## src/rtl/pushbutton_debouncer.sv

```systemverilog
// Push-button debouncer with single, multiple and continuous clock enables.
// Define DEBOUNCER_SYNC_EN to add a 2-flop input synchronizer on PB.
module pushbutton_debouncer #(
    parameter int N_dc = 21
) (
    input  logic CLK,
    input  logic RESET,
    input  logic PB,
    output logic DPB,
    output logic SCEN,
    output logic MCEN,
    output logic CCEN
);

    typedef enum logic [2:0] {
        INI,
        W84,
        SCEN_ST,
        WS,
        MCEN_ST,
        CCEN_ST,
        CCR
    } state_t;

    localparam logic [N_dc-1:0] C_MAX = '1;

    state_t          r_state;
    logic [N_dc-1:0] r_cnt;
    logic [1:0]      r_rc;
    logic [3:0]      r_out;
    logic            w_pb;

`ifdef DEBOUNCER_SYNC_EN
    logic [1:0] r_sync;

    always_ff @(posedge CLK or negedge RESET) begin
        if (!RESET) begin
            r_sync <= '0;
        end else begin
            r_sync <= {r_sync[0], PB};
        end
    end

    assign w_pb = r_sync[1];
`else
    assign w_pb = PB;
`endif

    // Output bits are {DPB, SCEN, MCEN, CCEN} for the state being entered.
    function automatic logic [3:0] f_out(input state_t s);
        logic [3:0] o;
        o = 4'b0000;
        unique case (s)
            SCEN_ST: o = 4'b1111;
            WS:      o = 4'b1000;
            MCEN_ST: o = 4'b1010;
            CCEN_ST: o = 4'b1001;
            CCR:     o = 4'b1000;
            default: o = 4'b0000;
        endcase
        return o;
    endfunction

    always_ff @(posedge CLK or negedge RESET) begin
        if (!RESET) begin
            r_state <= INI;
            r_cnt   <= '0;
            r_rc    <= '0;
            r_out   <= '0;
        end else begin
            unique case (r_state)
                INI: begin
                    r_cnt <= '0;
                    r_rc  <= '0;
                    if (w_pb) begin
                        r_state <= W84;
                        r_out   <= f_out(W84);
                    end
                end
                W84: begin
                    if (!w_pb) begin
                        r_state <= INI;
                        r_out   <= f_out(INI);
                    end else if (r_cnt == C_MAX) begin
                        r_state <= SCEN_ST;
                        r_out   <= f_out(SCEN_ST);
                    end else begin
                        r_cnt <= r_cnt + 1'b1;
                    end
                end
                SCEN_ST: begin
                    r_cnt   <= '0;
                    r_state <= WS;
                    r_out   <= f_out(WS);
                end
                WS: begin
                    if (!w_pb) begin
                        r_cnt   <= '0;
                        r_state <= CCR;
                        r_out   <= f_out(CCR);
                    end else if (r_cnt == C_MAX) begin
                        r_cnt   <= '0;
                        r_state <= MCEN_ST;
                        r_out   <= f_out(MCEN_ST);
                    end else begin
                        r_cnt <= r_cnt + 1'b1;
                    end
                end
                MCEN_ST: begin
                    if (r_rc == 2'd3) begin
                        r_state <= CCEN_ST;
                        r_out   <= f_out(CCEN_ST);
                    end else begin
                        r_rc    <= r_rc + 1'b1;
                        r_state <= WS;
                        r_out   <= f_out(WS);
                    end
                end
                CCEN_ST: begin
                    if (!w_pb) begin
                        r_cnt   <= '0;
                        r_state <= CCR;
                        r_out   <= f_out(CCR);
                    end
                end
                CCR: begin
                    // Any bounce back to 1 restarts the release timer.
                    if (w_pb) begin
                        r_cnt <= '0;
                    end else if (r_cnt == C_MAX) begin
                        r_state <= INI;
                        r_out   <= f_out(INI);
                    end else begin
                        r_cnt <= r_cnt + 1'b1;
                    end
                end
                default: begin
                    r_state <= INI;
                    r_out   <= f_out(INI);
                end
            endcase
        end
    end

    assign {DPB, SCEN, MCEN, CCEN} = r_out;

endmodule

```

## config.mk

```make
export PLATFORM = sky130hd
export DESIGN_NAME = pushbutton_debouncer
export DESIGN_NICKNAME = d
export VERILOG_FILES = /design/src/rtl/pushbutton_debouncer.sv
export SDC_FILE = /design/constraint.sdc
export NUM_CORES = 1
export LEC_CHECK = 0
export BUFFER_PORTS_ARGS = -buffer_cell sky130_fd_sc_hd__buf_2
export CORE_MARGIN = 3
export CORE_UTILIZATION = 30
export DETAILED_ROUTE_END_ITERATION = 8
export PLACE_DENSITY = 0.56
export SYNTH_ARGS = -nofsm -noshare
export SYNTH_HDL_FRONTEND = slang
export SYNTH_SLANG_ARGS = --single-unit
```

## constraint.sdc

```tcl
create_clock -name CLK -period 2.5 [get_ports CLK]
set_input_delay 0.5 -clock CLK [delete_from_list [all_inputs] [get_ports CLK]]
set_output_delay 0.5 -clock CLK [all_outputs]
set_load 0.02 [all_outputs]
```

==> results of run 1 <==
## cell usage in the layout, fill, tap and decap left out, drive strengths merged, types with 3 or more instances in the layout
cell    netlist  final
inv           5      5
nor4          6      6
nor2b         3      3
dfrtp        30     30
nor3b         3      3
nand2b        6      6
xnor2         7      7
nor2         23     23
o211ai        3      3
nand2        19     19
nand3        11     11
o21ai        11     11
a311oi        4      4
a21oi        14     14
a31oi        10     10
and4          4      4
a211oi       10     10
buf           9     24
clkbuf        8      6
nor3          5      5
nand4         5      5
o31ai         3      3
ha            3      3
## cell type report
type / instances / area [um^2]
fill: 690 / 4180
multi-input combinational: 185 / 1210
sequential: 30 / 751
timing repair buffer: 24 / 178
tap: 77 / 96.3
clock buffer: 6 / 82.6
inverter: 5 / 18.8
clock inverter: 2 / 12.5
## path summary, 6_finish.rpt
check,from,to,depth (start not counted),slack [ns]
worst min-delay path,RESET,r_cnt[3],1,0.25
max in group asynchronous,RESET,r_out[2],1,1.79
worst max-delay path,r_cnt[11],r_out[0],5,0.25
worst min register to register,r_out[1],r_out[1],1,0.48
worst max register to register,r_cnt[11],r_out[0],5,0.25
min in group CLK,r_out[1],r_out[1],1,0.48
## critical path: stages, from the launching register on
cell and delay, ns:
sky130_fd_sc_hd__dfrtp_1 0.40, sky130_fd_sc_hd__nand4_1 0.25, sky130_fd_sc_hd__or4_1 0.77, sky130_fd_sc_hd__nor3_1 0.36, sky130_fd_sc_hd__o221a_2 0.26, sky130_fd_sc_hd__o22ai_1 0.07
## sequential cells by signal, summed over array words and instances (netlist names)
signal   count
r_state      3
r_rc         2
r_out        4
r_cnt       21
## cells by family after synthesis
| group | synth area share [%] |
|---|---|
| AO/OA/AOI/OAI | 26.2 |
| XOR/XNOR | 3.78 |
| adder cells (fa/ha/maj) | 1.80 |
| buffers and inverters | 5.82 |
| flip-flops | 36.0 |
| multiplexers | 0.480 |
| AND/OR/NAND/NOR | 25.9 |
## power by group
group / switching, W / leakage, nW / internal, W
registers: 0.0000496 / 0.406 / 0.000547
logic: 0.000613 / 0.478 / 0.000383
clock network: 0.000199 / 0.0472 / 0.000221
total: 0.000862 / 0.931 / 0.00115
## stage by stage
stage	power [W]	cells
after global routing	0.00218	329
after detailed placement	0.00160	321
final	0.00201	329
after floorplan	0.00137	237
after global placement	0.00160	321
after CTS	0.00204	329
## routing by layer
metal / global-route usage, % / vias to the layer above / routed length (um) / part of all wire, %
li1: - / 936 / - / -
met1: 20.9 / 873 / 2630 / 51
met2: 21.0 / 26 / 2300 / 45
met3: 2.86 / 4 / 136 / 2.7
met4: 3.79 / 0 / 40 / 0.78
met5: 0 / - / 0 / 0
==> metrics.txt, run 1 <==
# TYPE chip_impl_metric gauge
chip_impl_info{name="run_status",value="completed"} 1
chip_impl_metric{name="final_cell_area",unit="mm^2"} 0.00235
chip_impl_info{name="cts_tree",value="yes"} 1
chip_impl_metric{name="setup_slack_at_placement",unit="ns"} 0.212
chip_impl_metric{name="grt_first_pass_wirelength",unit="mm"} 8.88
chip_impl_metric{name="drive_above_1_share",unit="%"} 18.3
chip_impl_metric{name="yosys.cell_types.count",unit=""} 61
chip_impl_metric{name="drt_first_iter_violations",unit=""} 148
chip_impl_metric{name="required",unit="ns"} 2.66
chip_impl_metric{name="boundaryPins",unit=""} 7
chip_impl_metric{name="layout.core_utilization",unit="%"} 36.0
chip_impl_metric{name="synth.avg_cell_area",unit="um^2"} 8.80
chip_impl_metric{name="floorplan.core_area",unit="mm^2"} 0.00653
chip_impl_info{name="synth_area_leaders",value="sky130_fd_sc_hd__dfrtp_1 (36%), sky130_fd_sc_hd__nor2_1 (4.1%), sky130_fd_sc_hd__a211oi_1 (3.6%)"} 1
chip_impl_metric{name="globalRouteOverflowTotal",unit=""} 0
chip_impl_metric{name="synth_seq_cells",unit=""} 30
chip_impl_metric{name="synth_area",unit="mm^2"} 0.00209
chip_impl_metric{name="max_slew.worst_pin.slew",unit="ns"} 0.763
chip_impl_metric{name="layout-area-overhead-vs-synth",unit="%"} 12.8
chip_impl_metric{name="setup_slack",unit="ns"} 0.254
chip_impl_metric{name="vdd_ir_drop_max",unit="mV"} 0.450
chip_impl_metric{name="ys_async_sr_fraction",unit="%"} 100
chip_impl_info{name="crit_path_end_kind",value="register"} 1
chip_impl_metric{name="finalSetupViolations",unit=""} 0
chip_impl_metric{name="cts-buffers-inserted",unit=""} 5
chip_impl_metric{name="antenna_found_initial",unit=""} 0
chip_impl_metric{name="route.detailed.drc",unit=""} 0
chip_impl_metric{name="ant_nets",unit=""} 0
chip_impl_metric{name="synthesis.yosys.warnings",unit=""} 0
chip_impl_metric{name="max_freq",unit="MHz"} 445
chip_impl_metric{name="postPlaceCellArea",unit="mm^2"} 0.00226
chip_impl_metric{name="cts.repair_timing.setup_buffer_count",unit=""} 0
chip_impl_metric{name="dieArea",unit="mm^2"} 0.00799
chip_impl_info{name="path_class",value="register to register"} 1
chip_impl_metric{name="hold_slack",unit="ns"} 0.250
chip_impl_metric{name="layout_min_cycle_time",unit="ns"} 2.25
chip_impl_info{name="ys_dominant_reg_cell",value="sky130_fd_sc_hd__dfrtp_1"} 1
chip_impl_metric{name="synthDominantCellAreaShare",unit="%"} 36.0
chip_impl_metric{name="cts-resized-gates",unit=""} 0
chip_impl_metric{name="floorplan.initialDensity",unit="%"} 31.9
chip_impl_metric{name="cts-htree-levels",unit=""} 2
chip_impl_metric{name="first_global_vias",unit=""} 1775
chip_impl_metric{name="floorplan.die.width",unit="um"} 89.4
chip_impl_metric{name="hold_viol_final",unit=""} 0
chip_impl_info{name="synthDominantAreaCellType",value="sky130_fd_sc_hd__dfrtp_1"} 1
chip_impl_metric{name="fin_crit_sh",unit="%"} 89.9
chip_impl_metric{name="slew_limit_fails",unit=""} 0
chip_impl_metric{name="synth.yosys.seq_area_share",unit="%"} 36.0
chip_impl_metric{name="router_iterations_before_antenna_repair",unit=""} 4
chip_impl_metric{name="synthCells",unit=""} 237
chip_impl_metric{name="critical_path_arrival",unit="ns"} 2.41
chip_impl_metric{name="vias_post_dr",unit=""} 1839
chip_impl_metric{name="clock_transition_at_path_regs",unit="ns"} 0.07
chip_impl_info{name="worstSetupStartpointType",value="register"} 1
chip_impl_metric{name="max-clock-path-buffers",unit=""} 2
chip_impl_metric{name="power_leakage",unit="nW"} 0.931
chip_impl_metric{name="port_buffers",unit=""} 6
chip_impl_metric{name="clock_skew",unit="ns"} 0.00785
chip_impl_metric{name="clock-sinks",unit=""} 30
chip_impl_metric{name="grt.total_usage",unit="%"} 14.2
chip_impl_metric{name="grt_start_max_net_pins",unit=""} 31
chip_impl_info{name="rsz0062_at_grt",value="false"} 1
chip_impl_info{name="cts-root-buf",value="sky130_fd_sc_hd__clkbuf_8"} 1
chip_impl_info{name="timing.hold.worst.class",value="input port to asynchronous set/reset pin"} 1
chip_impl_metric{name="timing.setup.tns",unit="ns"} 0
chip_impl_metric{name="worstPathMaxFanout",unit=""} 10
chip_impl_metric{name="worst_slew_margin_rel",unit="%"} 48.9
chip_impl_info{name="synth.most_common_cell",value="sky130_fd_sc_hd__dfrtp_1"} 1
chip_impl_metric{name="route.detailed.wl_per_inst",unit="um"} 15.5
chip_impl_metric{name="die_height",unit="um"} 89.4
chip_impl_metric{name="nets",unit=""} 257
chip_impl_info{name="yosys-top-cells-count",value="sky130_fd_sc_hd__dfrtp_1 (30), sky130_fd_sc_hd__nor2_1 (23), sky130_fd_sc_hd__nand2_1 (19), sky130_fd_sc_hd__a21oi_1 (14), sky130_fd_sc_hd__nand3_1 (11)"} 1
chip_impl_metric{name="vias_per_cell",unit=""} 5.59
chip_impl_metric{name="power_density",unit="mW/mm^2"} 856
chip_impl_metric{name="synthesized_netlist_net_count",unit=""} 243
chip_impl_metric{name="drt-total-wl",unit="mm"} 5.11
chip_impl_metric{name="cts_hold_buf",unit=""} 0
chip_impl_metric{name="finalWeightedCongestion",unit=""} 0.842
chip_impl_metric{name="post-dp-hpwl",unit="mm"} 3.63
chip_impl_metric{name="worst_skew_pair.late_latency",unit="ns"} 0.29
chip_impl_metric{name="antennaDiodeCount",unit=""} 0
chip_impl_metric{name="cap_viol_max_count",unit=""} 0
chip_impl_metric{name="fp-row-count",unit=""} 29
chip_impl_metric{name="number_of_enable_flip_flop_cells_after_synthesis",unit=""} 0
(Power assumes the default switching activity.)
==> run 2: changes to the inputs <==
Settings changed: SETUP_SLACK_MARGIN from default to 0.4.
==> run 2 against run 1 <==
  * Global-route usage grew 0.51 points
  * Fmax grew 10%
  * Non-clock buffer count grew 6
  * Sequential power grew 2%
  * Core utilization grew 1.7 points
  * Register-to-register slack gained 0.21 ns
  * Clock power shrank 6.7%
  * Via count grew 4.7%
  * Sequential share of layout area shrank 1.1 points
  * Worst hold slack gained 0.012 ns
  * Combinational power is essentially flat
==> metrics.txt, run 2 (synthesized netlist as in run 1, its figures left out) <==
# TYPE chip_impl_metric gauge
chip_impl_info{name="run_status",value="completed"} 1
chip_impl_metric{name="timing.setup.tns",unit="ns"} 0
chip_impl_metric{name="ant_nets",unit=""} 0
chip_impl_metric{name="first_global_vias",unit=""} 1869
chip_impl_metric{name="boundaryPins",unit=""} 7
chip_impl_metric{name="post-place-cells",unit=""} 319
chip_impl_info{name="worstSetupStartpointType",value="register"} 1
chip_impl_metric{name="cts-buffers-inserted",unit=""} 5
chip_impl_info{name="most_frequent_cells_in_the_layout",value="sky130_fd_sc_hd__nor2_1 (23), sky130_fd_sc_hd__buf_4 (23), sky130_fd_sc_hd__dfrtp_1 (23)"} 1
chip_impl_metric{name="floorplan.core_area",unit="mm^2"} 0.00653
chip_impl_metric{name="route.detailed.drc",unit=""} 0
chip_impl_metric{name="finalSetupViolations",unit=""} 0
chip_impl_info{name="regMostFlops",value="r_cnt"} 1
chip_impl_metric{name="grt_start_max_net_pins",unit=""} 31
chip_impl_metric{name="finalWeightedCongestion",unit=""} 0.855
chip_impl_info{name="timing.critical_path.to",value="r_cnt[13]"} 1
chip_impl_metric{name="required",unit="ns"} 2.64
chip_impl_metric{name="hold_viol_final",unit=""} 0
chip_impl_metric{name="p_int",unit="W"} 0.00115
chip_impl_info{name="setup.worst_path.start",value="r_cnt[1]"} 1
chip_impl_metric{name="slew_limit_fails",unit=""} 0
chip_impl_metric{name="port_buffers",unit=""} 6
chip_impl_metric{name="final_cell_area",unit="mm^2"} 0.00246
chip_impl_info{name="biggestRegsByFlops",value="r_cnt x21, r_out x4, r_state x3"} 1
chip_impl_metric{name="clock_skew",unit="ns"} 0.00307
chip_impl_metric{name="postPlaceCellArea",unit="mm^2"} 0.00226
chip_impl_metric{name="antennaDiodeCount",unit=""} 0
chip_impl_metric{name="netSwitchingFraction",unit="%"} 42.8
chip_impl_metric{name="fin_crit_sh",unit="%"} 81.6
chip_impl_metric{name="dieArea",unit="mm^2"} 0.00799
chip_impl_info{name="crit_path_end_kind",value="register"} 1
chip_impl_metric{name="nets",unit=""} 264
chip_impl_metric{name="worstPathMaxFanout",unit=""} 19
chip_impl_metric{name="total_switching_power",unit="W"} 0.000862
chip_impl_metric{name="worst_slew_margin_rel",unit="%"} 54.1
chip_impl_metric{name="clock-sinks",unit=""} 30
chip_impl_metric{name="vias_post_dr",unit=""} 1925
chip_impl_metric{name="fp-row-count",unit=""} 29
chip_impl_metric{name="cts-htree-levels",unit=""} 2
chip_impl_metric{name="floorplan.initialDensity",unit="%"} 31.9
chip_impl_metric{name="drive_above_1_share",unit="%"} 24.9
chip_impl_metric{name="router_iterations_before_antenna_repair",unit=""} 4
chip_impl_metric{name="floorplan.die.width",unit="um"} 89.4
chip_impl_metric{name="clock_transition_at_path_regs",unit="ns"} 0.06
chip_impl_metric{name="power_frac_clock",unit="%"} 19.4
chip_impl_metric{name="route.detailed.wl_per_inst",unit="um"} 15.8
chip_impl_metric{name="power.sequential.fraction",unit="%"} 30.0
chip_impl_metric{name="grt.total_usage",unit="%"} 14.7
chip_impl_metric{name="max_slew.worst_pin.slew",unit="ns"} 0.689
chip_impl_metric{name="critical_path_arrival",unit="ns"} 2.18
chip_impl_metric{name="largest_reg_flops",unit=""} 21
chip_impl_metric{name="finish.cell_count_without_fillers",unit=""} 334
chip_impl_metric{name="vdd_ir_drop_max",unit="mV"} 0.498
chip_impl_metric{name="post-dp-hpwl",unit="mm"} 3.64
chip_impl_metric{name="globalRouteOverflowTotal",unit=""} 0
chip_impl_metric{name="layout_min_cycle_time",unit="ns"} 2.04
chip_impl_metric{name="power_leakage",unit="nW"} 0.963
chip_impl_metric{name="max-clock-path-buffers",unit=""} 2
chip_impl_info{name="timing.rr.end",value="r_cnt[13]"} 1
chip_impl_metric{name="layout-area-overhead-vs-synth",unit="%"} 18.1
chip_impl_metric{name="worst_skew_pair.late_latency",unit="ns"} 0.28
chip_impl_info{name="timing.rr.start",value="r_cnt[1]"} 1
chip_impl_metric{name="cts_hold_buf",unit=""} 0
chip_impl_metric{name="drt-total-wl",unit="mm"} 5.27
chip_impl_metric{name="max_freq",unit="MHz"} 490
chip_impl_metric{name="antenna_found_initial",unit=""} 0
chip_impl_metric{name="vias_per_cell",unit=""} 5.76
chip_impl_info{name="rsz0062_at_grt",value="true"} 1
chip_impl_metric{name="power_share_of_the_combinational_group",unit="%"} 50.6
chip_impl_info{name="path_class",value="register to register"} 1
chip_impl_metric{name="cap_viol_max_count",unit=""} 0
chip_impl_metric{name="timing.reg2reg.worst_path_depth",unit=""} 7
chip_impl_info{name="cts-root-buf",value="sky130_fd_sc_hd__clkbuf_8"} 1
chip_impl_info{name="cts_tree",value="yes"} 1
chip_impl_metric{name="grt_first_pass_wirelength",unit="mm"} 9.20
chip_impl_metric{name="die_height",unit="um"} 89.4
chip_impl_metric{name="power_density",unit="mW/mm^2"} 819
chip_impl_info{name="timing.hold.worst.class",value="input port to asynchronous set/reset pin"} 1
chip_impl_metric{name="drt_first_iter_violations",unit=""} 76
chip_impl_metric{name="worst-r2r-setup-slack",unit="ns"} 0.46
[run 2: what timing repair did]
item | 4_1_cts | 5_1_grt
cloned | 0 | 1
pin swaps | 1 | 8
setup endpoints to repair | 23 | 23
setup buffers | 2 | 6
gates resized for setup | 4 | 13
[run 2: power groups by stage]
stage / Clock (W) / Combinational (W) / Sequential (W)
floorplan: 0 / 0.000766 / 0.000611
global placement: 0 / 0.000972 / 0.000623
detailed placement: 0 / 0.000967 / 0.000621
CTS: 0.000405 / 0.000997 / 0.000602
global route: 0.000421 / 0.00114 / 0.000616
finish: 0.000392 / 0.00102 / 0.000605
[run 2: worst min-delay path by stage]
stage,from,slack (ns),endpoint
after floorplan,RESET,0.20,r_cnt[0]
after global placement,r_rc[1],0.50,r_rc[1]
after detailed placement,r_out[1],0.52,r_out[1]
after CTS,RESET,0.29,r_out[2]
after global routing,RESET,0.32,r_cnt[7]
final,RESET,0.26,r_cnt[4]
[run 2: layer usage]
| metal | wire, um | vias to the layer above | GRT usage, % | part of all wire (%) |
|---|---|---|---|---|
| met4 | 60 | 0 | 3.92 | 1.1 |
| met2 | 2470 | 36 | 22.7 | 47 |
| met1 | 2540 | 934 | 21.0 | 48 |
| met3 | 200 | 7 | 2.86 | 3.8 |
| li1 | - | 948 | - | - |
| met5 | 0 | - | 0 | 0 |
[run 2: critical path, cell delays in order (launching register included)]
cell	delay, ns
sky130_fd_sc_hd__dfrtp_2	0.39
sky130_fd_sc_hd__ha_4	0.17
sky130_fd_sc_hd__nand4_4	0.14
sky130_fd_sc_hd__or4_4	0.61
sky130_fd_sc_hd__o21ai_2	0.16
sky130_fd_sc_hd__a311o_2	0.22
sky130_fd_sc_hd__buf_12	0.16
sky130_fd_sc_hd__a311oi_2	0.05
[run 2: cell type report]
cell class / instances / area [um^2]
Inverter: 5 / 18.8
Tap cell: 77 / 96.3
Sequential cell: 30 / 759
Timing Repair Buffer: 30 / 223
Fill cell: 659 / 4070
Clock buffer: 6 / 82.6
Multi-Input combinational cell: 186 / 1280
[run 2: metrics by stage]
| step | setup slack (ns) | util (%) | hold WS [ns] | total power, W |
|---|---|---|---|---|
| floorplan | 0.435 | - | 0.204 | 0.00138 |
| global placement | 0.310 | 34.5 | 0.504 | 0.00160 |
| detailed placement | 0.286 | 34.5 | 0.520 | 0.00159 |
| CTS | 0.428 | 36.2 | 0.293 | 0.00200 |
| global route | 0.355 | 37.7 | 0.319 | 0.00217 |
| finish | 0.460 | 37.7 | 0.262 | 0.00202 |
==> run 3: changes to the inputs <==
Clock period 2.5 ns to 2.1 ns, I/O delays scaled along.
==> run 3 against run 2 <==
  * Critical endpoint is now r_cnt[14]
  * Worst setup slack lost 0.47 ns
  * Power grew 39%
  * Via count grew 7.5%
  * Worst hold slack lost 0.074 ns
  * Global-route usage grew 0.74 points
  * Wire length grew 12%
  * Clock skew grew 0.0016 ns
  * The run now ends with setup timing left
  * Combinational power grew 49%
  * Largest power group unchanged
==> metrics.txt, run 3 (synthesized netlist as in run 1, its figures left out) <==
# TYPE chip_impl_metric gauge
chip_impl_metric{name="drt-total-wl",unit="mm"} 5.91
chip_impl_info{name="run_status",value="complete, but fails checks"} 1
chip_impl_metric{name="ant_nets",unit=""} 0
chip_impl_metric{name="setup_slack",unit="ns"} -0.0129
chip_impl_metric{name="power_density",unit="mW/mm^2"} 975
chip_impl_metric{name="vias_post_dr",unit=""} 2069
chip_impl_metric{name="vdd_ir_drop_max",unit="mV"} 0.614
chip_impl_metric{name="port_buffers",unit=""} 6
chip_impl_metric{name="layout-area-overhead-vs-synth",unit="%"} 37.6
chip_impl_metric{name="drt_first_iter_violations",unit=""} 163
chip_impl_metric{name="timing.reg2reg.worst_path_depth",unit=""} 8
chip_impl_metric{name="dieArea",unit="mm^2"} 0.00799
chip_impl_metric{name="worst_slew_margin_rel",unit="%"} 51.8
chip_impl_info{name="rsz0062_at_grt",value="true"} 1
chip_impl_metric{name="worst_skew_pair.late_latency",unit="ns"} 0.29
chip_impl_info{name="cp_top_family",value="simple AND/OR/NAND/NOR gates"} 1
chip_impl_info{name="biggestRegsByFlops",value="r_cnt x21, r_out x4, r_state x3"} 1
chip_impl_metric{name="die_height",unit="um"} 89.4
chip_impl_metric{name="route.detailed.wl_per_inst",unit="um"} 16.1
chip_impl_metric{name="floorplan.core_area",unit="mm^2"} 0.00653
chip_impl_metric{name="layout.core_utilization",unit="%"} 43.9
chip_impl_metric{name="floorplan.die.width",unit="um"} 89.4
chip_impl_metric{name="fin_crit_sh",unit="%"} 101
chip_impl_metric{name="max_slew.worst_pin.slew",unit="ns"} 0.723
chip_impl_info{name="worstSetupStartpointType",value="register"} 1
chip_impl_metric{name="power.total",unit="W"} 0.00280
chip_impl_metric{name="finalSetupViolations",unit=""} 1
chip_impl_metric{name="antenna_found_initial",unit=""} 0
chip_impl_metric{name="nets",unit=""} 295
chip_impl_metric{name="floorplan.initialDensity",unit="%"} 31.9
chip_impl_metric{name="cts-htree-levels",unit=""} 2
chip_impl_metric{name="power_frac_clock",unit="%"} 20.0
chip_impl_metric{name="critical_path_arrival",unit="ns"} 2.27
chip_impl_metric{name="critical_path_buf_inv_count",unit=""} 2
chip_impl_info{name="most_frequent_cells_in_the_layout",value="sky130_fd_sc_hd__buf_4 (51), sky130_fd_sc_hd__dfrtp_1 (29), sky130_fd_sc_hd__nand2_1 (18), sky130_fd_sc_hd__nor2_1 (18), sky130_fd_sc_hd__a21oi_1 (11)"} 1
chip_impl_metric{name="max_freq",unit="MHz"} 473
chip_impl_metric{name="largest_reg_flops",unit=""} 21
chip_impl_info{name="timing.hold.worst.class",value="input port to asynchronous set/reset pin"} 1
chip_impl_metric{name="max-clock-path-buffers",unit=""} 2
chip_impl_metric{name="grt.total_usage",unit="%"} 15.4
chip_impl_metric{name="vias_per_cell",unit=""} 5.64
chip_impl_metric{name="required",unit="ns"} 2.25
chip_impl_metric{name="cts-buffers-inserted",unit=""} 5
chip_impl_info{name="crit_path_top_delay_cell",value="sky130_fd_sc_hd__or4_4"} 1
chip_impl_metric{name="timing.setup.tns",unit="ns"} -0.0129
chip_impl_metric{name="grt_first_pass_wirelength",unit="mm"} 9.52
chip_impl_metric{name="antennaDiodeCount",unit=""} 0
chip_impl_metric{name="power_leakage",unit="nW"} 1.20
chip_impl_metric{name="globalRouteOverflowTotal",unit=""} 0
chip_impl_info{name="violations_in_the_final_reports",value="setup timing"} 1
chip_impl_metric{name="clock-sinks",unit=""} 30
chip_impl_info{name="cts_tree",value="yes"} 1
chip_impl_metric{name="clock_transition_at_path_regs",unit="ns"} 0.07
chip_impl_info{name="regMostFlops",value="r_cnt"} 1
chip_impl_metric{name="drive_above_1_share",unit="%"} 36.6
chip_impl_metric{name="p_int",unit="W"} 0.00162
chip_impl_metric{name="hold_viol_final",unit=""} 0
chip_impl_metric{name="layout_min_cycle_time",unit="ns"} 2.11
chip_impl_metric{name="power_share_of_the_combinational_group",unit="%"} 54.4
chip_impl_metric{name="power.sequential.fraction",unit="%"} 25.6
chip_impl_metric{name="boundaryPins",unit=""} 7
chip_impl_metric{name="setup_slack_at_placement",unit="ns"} -0.0507
chip_impl_metric{name="netSwitchingFraction",unit="%"} 42.3
chip_impl_metric{name="timing.critical_path.depth",unit=""} 8
chip_impl_metric{name="finalWeightedCongestion",unit=""} 0.791
chip_impl_info{name="crit_path_end_kind",value="register"} 1
chip_impl_metric{name="route.detailed.drc",unit=""} 0
chip_impl_metric{name="clock_skew",unit="ns"} 0.00468
chip_impl_metric{name="grt_start_max_net_pins",unit=""} 31
chip_impl_metric{name="cap_viol_max_count",unit=""} 0
chip_impl_info{name="critical_path.cell_chain",value="ha_4 -> nand4_4 -> or4_4 -> buf_12 -> o21ai_4 -> a311o_2 -> clkbuf_16 -> a311oi_2"} 1
chip_impl_metric{name="worstPathMaxFanout",unit=""} 8
chip_impl_metric{name="fp-row-count",unit=""} 29
chip_impl_info{name="layout_commonest_cell",value="sky130_fd_sc_hd__buf_4"} 1
chip_impl_metric{name="slew_limit_fails",unit=""} 0
chip_impl_metric{name="post-dp-hpwl",unit="mm"} 3.94
chip_impl_metric{name="first_global_vias",unit=""} 1882
chip_impl_info{name="cts-root-buf",value="sky130_fd_sc_hd__clkbuf_8"} 1
chip_impl_metric{name="router_iterations_before_antenna_repair",unit=""} 4
chip_impl_metric{name="timing.critical_path.slowest_cell_delay",unit="ns"} 0.47
chip_impl_metric{name="total_switching_power",unit="W"} 0.00118
chip_impl_info{name="path_class",value="register to register"} 1
-- run 3: cell types whose count changed in the layout (fill, tap and decap cells not counted), moves of 3 or more --
cell	before	now
sky130_fd_sc_hd__dfrtp_2	7	1
sky130_fd_sc_hd__buf_4	23	51
sky130_fd_sc_hd__a21oi_1	14	11
sky130_fd_sc_hd__dfrtp_1	23	29
sky130_fd_sc_hd__a21oi_2	0	3
sky130_fd_sc_hd__nor2_2	0	4
sky130_fd_sc_hd__nor2_1	23	18
-- run 3: layout make-up --
| class | instances | area (um^2) |
|---|---|---|
| inverter | 5 | 18.8 |
| tap | 77 | 96.3 |
| fill | 630 | 3660 |
| timing repair buffer | 62 | 500 |
| clock buffer | 8 | 110 |
| multi-input combinational | 185 | 1390 |
| sequential | 30 | 752 |
-- run 3: power by group through the flow --
stage,registers [W],logic (W),clock network [W]
floorplan,0.000729,0.000914,0
detailed placement,0.000725,0.00124,0
global placement,0.000725,0.00124,0
CTS,0.000716,0.00129,0.000573
global route,0.000727,0.00167,0.000600
finish,0.000715,0.00152,0.000561
-- run 3: final timing paths --
kind                            slack [ns]      from        end
worst max-delay path                 -0.01  r_cnt[1]  r_cnt[14]
worst min-delay path                  0.19     RESET   r_out[1]
worst max register to register       -0.01  r_cnt[1]  r_cnt[14]
worst min register to register        0.48  r_out[1]   r_out[1]
max in group asynchronous             1.41     RESET   r_cnt[0]
min in group CLK                      0.48  r_out[1]   r_out[1]
-- run 3: per-layer routing --
metal / track usage [%] / part of all wire [%] / up-vias
li1: - / - / 1007
met1: 21.6 / 47 / 992
met2: 23.5 / 45 / 58
met3: 4.33 / 6.0 / 12
met4: 3.79 / 1.7 / 0
met5: 0 / 0 / -
-- run 3: per-stage QoR --
step	hold WS [ns]	instances	instance area [um^2]
final	0.188	367	2870
after global routing	0.236	367	2870
after CTS	0.216	348	2620
after detailed placement	0.465	338	2420
after global placement	0.458	338	2420
after floorplan	0.124	237	2130
-- run 3: timing repair --
item                                    in CTS  in global routing
buffers inserted                             2                 17
pin swaps                                    7                  8
cloned                                       0                  2
hold buffers                                 0                  0
endpoints found under the setup margin      28                 28
resized for setup                           18                 18
-- run 3: worst register-to-register path: stages (launching register included) --
cell and delay, ns:
sky130_fd_sc_hd__dfrtp_1 0.38, sky130_fd_sc_hd__ha_4 0.16, sky130_fd_sc_hd__nand4_4 0.12, sky130_fd_sc_hd__or4_4 0.47
sky130_fd_sc_hd__buf_12 0.16, sky130_fd_sc_hd__o21ai_4 0.14, sky130_fd_sc_hd__a311o_2 0.31, sky130_fd_sc_hd__clkbuf_16 0.19
sky130_fd_sc_hd__a311oi_2 0.04
